File: src/rtl/axis_pkt_sink.sv
// axis_pkt_sink: AXI4-Stream sink with patterned backpressure, packet framing capture and error flags
module axis_pkt_sink #(
  parameter int DATA_W    = 32,
  parameter int MAX_BEATS = 16,
  parameter int BP_W      = 8
) (
  input  logic              c,
  input  logic              rn,
  input  logic              s_axis_tvalid,
  output logic              s_axis_tready,
  input  logic [DATA_W-1:0] s_axis_tdata,
  input  logic              s_axis_tuser,
  input  logic              s_axis_tlast,
  input  logic [BP_W-1:0]   bp_pattern,
  input  logic              clr,
  output logic              pkt_done,
  output logic [15:0]       pkt_cnt,
  output logic [DATA_W-1:0] last_data,
  output logic [7:0]        last_len,
  output logic [DATA_W-1:0] last_csum,
  output logic              sof_err,
  output logic              user_err,
  output logic              len_err
);
  localparam int PTR_W = BP_W > 1 ? $clog2(BP_W) : 1;
  typedef enum logic {IDLE, IN_PKT} state_t;
  state_t state, state_nx;
  logic [PTR_W-1:0] ptr;
  logic [7:0] beat_cnt, cnt_nx;
  logic [DATA_W-1:0] csum, csum_nx;
  logic acc, first, done;
  always_comb begin
    acc = s_axis_tvalid & s_axis_tready;
    first = state == IDLE;
    cnt_nx = first ? 8'd1 : (beat_cnt == 8'hFF ? 8'hFF : beat_cnt + 8'd1);
    csum_nx = first ? s_axis_tdata : csum ^ s_axis_tdata;
    done = acc & s_axis_tlast & ~clr;
    state_nx = clr ? IDLE : (acc ? (s_axis_tlast ? IDLE : IN_PKT) : state);
  end
  always_ff @(posedge c or negedge rn) begin
    if (!rn) begin
      ptr <= '0;
      s_axis_tready <= 1'b0;
    end else begin
      s_axis_tready <= bp_pattern[ptr];
      ptr <= ptr == PTR_W'(BP_W - 1) ? '0 : ptr + 1'b1;
    end
  end
  always_ff @(posedge c or negedge rn) begin
    if (!rn) state <= IDLE;
    else state <= state_nx;
  end
  // clr wins over a beat handshaked in the same cycle, so that beat is dropped
  always_ff @(posedge c or negedge rn) begin
    if (!rn) begin
      beat_cnt <= '0;
      csum <= '0;
      pkt_done <= 1'b0;
      pkt_cnt <= '0;
      last_data <= '0;
      last_len <= '0;
      last_csum <= '0;
      sof_err <= 1'b0;
      user_err <= 1'b0;
      len_err <= 1'b0;
    end else if (clr) begin
      beat_cnt <= '0;
      csum <= '0;
      pkt_done <= 1'b0;
      pkt_cnt <= '0;
      last_data <= '0;
      last_len <= '0;
      last_csum <= '0;
      sof_err <= 1'b0;
      user_err <= 1'b0;
      len_err <= 1'b0;
    end else begin
      pkt_done <= done;
      if (acc) begin
        beat_cnt <= cnt_nx;
        csum <= csum_nx;
        if (first && !s_axis_tuser) sof_err <= 1'b1;
        if (!first && s_axis_tuser) user_err <= 1'b1;
        if ({1'b0, cnt_nx} == 9'(MAX_BEATS + 1)) len_err <= 1'b1;
      end
      if (done) begin
        last_data <= s_axis_tdata;
        last_len <= cnt_nx;
        last_csum <= csum_nx;
        pkt_cnt <= pkt_cnt + 16'd1;
      end
    end
  end
endmodule
File: config.mk
export PLATFORM = sky130hd
export DESIGN_NAME = axis_pkt_sink
export DESIGN_NICKNAME = d
export VERILOG_FILES = /design/src/rtl/axis_pkt_sink.sv
export SDC_FILE = /design/constraint.sdc
export NUM_CORES = 1
export LEC_CHECK = 0
export ABC_AREA = 1
export ABC_CLOCK_PERIOD_IN_PS = 2400
export CORE_MARGIN = 1.5
export CORE_UTILIZATION = 54
export DETAILED_ROUTE_END_ITERATION = 10
export PLACE_DENSITY = 0.85
export SLEW_MARGIN = 10
export SYNTH_ARGS = -nofsm -noshare
export SYNTH_HDL_FRONTEND = slang
export SYNTH_SLANG_ARGS = --single-unit
File: constraint.sdc
create_clock -name c -period 2.4 [get_ports c]
set_clock_uncertainty 0.15 [all_clocks]
set_input_delay 0.72 -clock c [delete_from_list [all_inputs] [get_ports c]]
set_output_delay 0.72 -clock c [all_outputs]
set_load 0.05 [all_outputs]
### Word level (Yosys, flattened, before mapping)

Index checks and enable logic that the tools add are counted.

| storage, ports and cells | value |
|---|---|
| flip-flop bits (word level) | 137 |
| input bits | 46 |
| word-level logic and storage cells | 68 |

| operators by class | value |
|---|---|
| $add $sub $neg | 3 |
| order comparisons | 1 |
| equal/unequal tests | 3 |
| multiplexer cells | 31 |
| bitwise gates (word level) | 6 |
| reduce and logical (&&, ||, !) cells | 11 |

Operators by type and width:

| operator | count |
|---|---|
| two-way mux 32 bit | 7 |
| two-way mux 8 bit | 6 |
| two-way mux 16 bit | 2 |
| bitwise XOR 32 bit | 1 |
| adder 16 x 1 -> 16 bit (second input constant) | 1 |
| two-way mux 1 bit | 14 |
| nonzero test 2 bit | 5 |
| adder 8 x 1 -> 8 bit (second input constant) | 1 |
| equality test 8 x 5 -> 1 bit (second input constant) | 1 |
| equality test 8 bit (second input constant) | 1 |
| AND reduction 2 bit | 3 |
| less-than comparator 3 x 4 -> 1 bit (second input constant) | 1 |
| adder 3 x 1 -> 3 bit (second input constant) | 1 |
| bitwise AND 1 bit | 3 |
| binary-select mux 1 bit (select 3 bit) | 1 |
| equality test 3 bit (second input constant) | 1 |
| two-way mux 3 bit | 1 |
| logical AND 1 bit | 2 |
| NOT 1 bit | 2 |
| logical NOT 1 bit | 1 |

### Longest topological paths before layout

| logic depth | value |
|---|---|
| depth in word-level cells | 7 |
| depth in mapped cells | 11 |
| gate-level depth less buffers | 11 |

### Least setup slack after synthesis

OpenSTA, ideal clock, no wires.

| timing path | value |
|---|---|
| path kind | input port to flip-flop |
| start point | input s_axis_tvalid |
| end point | register last_len[3] |
| library setup time | 0.135 ns |
| arrival time | 1.598 ns |
| required time | 2.115 ns |
| slack | 0.517 ns |
| cell stages on the path | 9 |
| path buffers | 2 |
| cell sequence | nand2_2 > inv_2 > nand2_2 > nand2_2 > inv_2 > buf_4 > buf_4 > nand2_1 > o41ai_2 |

| between the ends | value |
|---|---|
| longest elaborated chain between the ends | 4 |

RTL lines:

| item | line | text |
|---|---|---|
| start: declaration | 9 | `input logic s_axis_tvalid,` |
| bitwise AND 1 bit | 33 | `acc = s_axis_tvalid & s_axis_tready;` |
| bitwise AND 1 bit (2 in series) | 37 | `done = acc & s_axis_tlast & ~clr;` |
| nonzero test 2 bit (no line) | - |  |
| end signal: assignment | 88 | `last_len <= cnt_nx;` |
| end: declaration | 19 | `output logic [7:0] last_len,` |

Every way passes these cells.
A chain may end at the register's enable or synchronous reset.

### Worst setup path in the final report

| timing path | value |
|---|---|
| start point | register pkt_cnt[8] |
| end point | output pkt_cnt[8] |

RTL lines:

| item | line | text |
|---|---|---|
| start: declaration | 17 | `output logic [15:0] pkt_cnt,` |
| start signal: assignment | 90 | `pkt_cnt <= pkt_cnt + 16'd1;` |

No word-level cell between the ends.

==> flow_metrics.py <==
metrics = {
    "pwr": {
        "p_per_area_mw_per_mm2": 728,
        "p_leak_nw": 4.03,
        "p_total_mw": 5.92,
        "ir_drop_uv": 514,
    },
    "floorplanning": {
        "rows": 38,
        "dieArea_sq_mm": 0.0118,
        "die_h_um": 109,
        "core_sq_mm": 0.0108,
        "start_util_pct": 55.6,
        "ios": 139,
        "die_w_um": 109,
    },
    "logic_synthesis": {
        "synthesis.nets": 741,
        "synth_area_sq_mm": 0.00603,
        "ys_seq_area_share_pct": 56.9,
        "synth_top_area_cell": "dfrtp_1",
        "synth_top_area_share_pct": 56.9,
        "synth_area_per_cell_sq_um": 8.72,
        "synthCells": 691,
        "ys_types": 35,
        "yosysWarnings": 0,
        "synthTopCellsByArea": "dfrtp_1 57%, nand2_1 11%, o21ai_0 8.5%",
        "ys_seq_elements": 137,
    },
    "grt": {
        "grt_pass1_vias": 5590,
        "grt_first_pass_wirelength_um": 26500,
        "met2_usage_pct": 48.6,
        "grt_start_max_net_pins": 54,
        "grt_overflow": 0,
        "gr-usage-all-layers_pct": 29.1,
        "grt.met1_usage_pct": 36.6,
        "antenna_found_initial": 0,
        "top_usage_layer": "met2",
        "grt_use_met3_pct": 6.63,
    },
    "clocking": {
        "clock-root-buffer": "clkbuf_8",
        "cts_buffers": 17,
        "path_clk_slew_ns": 0.06,
        "cts_setup_buffers": 0,
        "htreeDepth": 4,
        "cts_tree": "done",
        "cts.path.max_buffers": 2,
        "cts.sinks": 137,
        "clock_latency_ns": 0.52,
    },
    "placed_design": {
        "placed_cells": 961,
        "dp_slack_ns": -0.0248,
        "hpwlAfterDp_um": 11100,
        "io_buffer_count": 138,
        "place_area_sq_mm": 0.00762,
        "gp_congestion": 0.867,
    },
    "worst_setup_path": {
        "ff2ff_path_depth": 5,
        "r2r-end": "csum[18]",
        "arrival_ns": 1.45,
        "r2r_start": "state",
        "critPathMaxStageDelay_ns": 0.54,
        "path_depth": 1,
        "path_class": "reg -> out",
        "crit_path_start_kind": "flop",
        "cp_data_required_time_ns": 1.53,
        "endpoint_kind": "output port",
        "slowest_stage": "dlygate4sd2_1",
        "reg2reg_slack_ns": 0.45,
        "crit_fanout": 4,
        "worst-path-buf-inv": 1,
        "crit_chain": "dlygate4sd2_1",
        "endpoint": "pkt_cnt[8]",
        "cpLargestDelayFamily": "buffers and inverters",
        "crit_start": "pkt_cnt[8]",
    },
    "drt": {
        "drc": 0,
        "ant_nets": 0,
        "wl_per_cell_um": 16.2,
        "wl_um": 16100,
        "vias_per_cell": 5.61,
        "vias": 5562,
        "drt_pre_antenna_iters": 5,
        "drt_iter0_drc": 387,
    },
    "outcome": {
        "outcome": "complete, no violations",
    },
    "final_layout": {
        "antennaDiodeCount": 0,
        "fin_util_pct": 75.0,
        "fin_area_sq_mm": 0.00813,
        "final_cells": 992,
        "drive_gt1_share_pct": 12.8,
        "area_growth_pct": 34.9,
        "nets": 891,
    },
    "timing": {
        "rsz0062_at_grt": "no",
        "fmax_mhz": 432,
        "finalCriticalPeriod_ns": 2.32,
        "final-max-slew-violation-count": 0,
        "fin_tns_setup_ns": 0,
        "hold_violations": 0,
        "period_share_pct": 96.5,
        "hold_ws_ns": 0.333,
        "setup_slack_ns": 0.0844,
        "tightest_slew_ns": 0.655,
        "slew_headroom_pct": 56.3,
        "final-setup-viol-count": 0,
    },
    "run": {
        "drv_cap": 0,
    },
    "worst_hold_path": {
        "min_path_type": "reg -> reg",
        "min_path_cells": 2,
    },
}
==> report_power, final <==
part / switching [mW] / leakage, nW / internal [mW]
registers: 0.0846 / 1.83 / 2.43
logic: 0.562 / 1.92 / 0.248
clock network: 0.928 / 0.278 / 1.66
total: 1.57 / 4.03 / 4.34
==> Yosys cell counts, drive strengths merged <==
cell    instances
a211oi          3
o221a           1
a22o            1
nor3            5
nand4           4
nand3          14
clkbuf         12
o22ai           2
ha              4
mux2            1
a21oi          43
o21ai         147
xnor2           1
buf            20
o32ai           2
nand2         185
o41ai           2
inv            65
a32o            1
o21bai          1
a31oi           2
dfrtp         137
o31ai           1
nor2           37
==> kinds of logic after synthesis <==
kind of cell / count (synthesis) / share of synthesized area (%)
DFF: 137 / 56.9
AOI/OAI and AO/OA: 206 / 18.0
muxes: 1 / 0.187
buffers and inverters: 97 / 6.64
xor gates and xnor gates: 1 / 0.145
adders and majority gates: 4 / 0.830
and+or+nand+nor: 245 / 17.3
==> layout by cell type (no fill, tap or decap), types with 6 or more instances in the layout <==
cell	instances
nand2_1	177
nor2_1	28
nor2_4	6
nand3_1	12
o21ai_1	45
buf_12	6
dlygate4sd2_1	66
clkdlybuf4s50_1	43
inv_1	58
buf_4	45
inv_2	7
nand2_2	6
o21ai_0	102
a21oi_1	43
dfrtp_1	137
clkbuf_16	16
==> registers in the layout, summed over array words and instances (netlist names) <==
name,count
csum,32
last_csum,32
last_data,32
pkt_cnt,16
beat_cnt,8
last_len,8
ptr,3
len_err,1
pkt_done,1
s_axis_tready,1
sof_err,1
state,1
user_err,1
==> area by class of cell <==
cell class	count	area (sq um)
well taps	140	175
clock inverters	6	114
fillers	793	2710
clock buffers	24	470
multi-input cells	457	2210
inverters	65	244
flip-flops and latches	137	3430
repair buffers	163	1490
==> worst min-delay path by stage <==
stage / start / endpoint / slack (ns)
3_5_place_dp: last_len[7] / last_len[7] / 0.32
5_1_grt: last_csum[30] / last_csum[30] / 0.35
3_3_place_gp: csum[5] / csum[5] / 0.32
2_1_floorplan: rn / beat_cnt[0] / 0.27
6_report: last_len[7] / last_len[7] / 0.33
4_1_cts: last_len[7] / last_len[7] / 0.33
==> routing by layer <==
layer	up-vias	part of all wire (%)
li1	2581	-
met1	2710	41
met2	236	51
met3	35	6.1
met4	0	1.9
met5	-	0
==> timing repair <==
action,4_1_cts,5_1_grt
hold buffers,1,0
setup endpoints to repair,66,0
endpoints found under the hold margin,5,0
gates resized for setup,66,0
No activity file was read; power rests on OpenSTA's default activity.
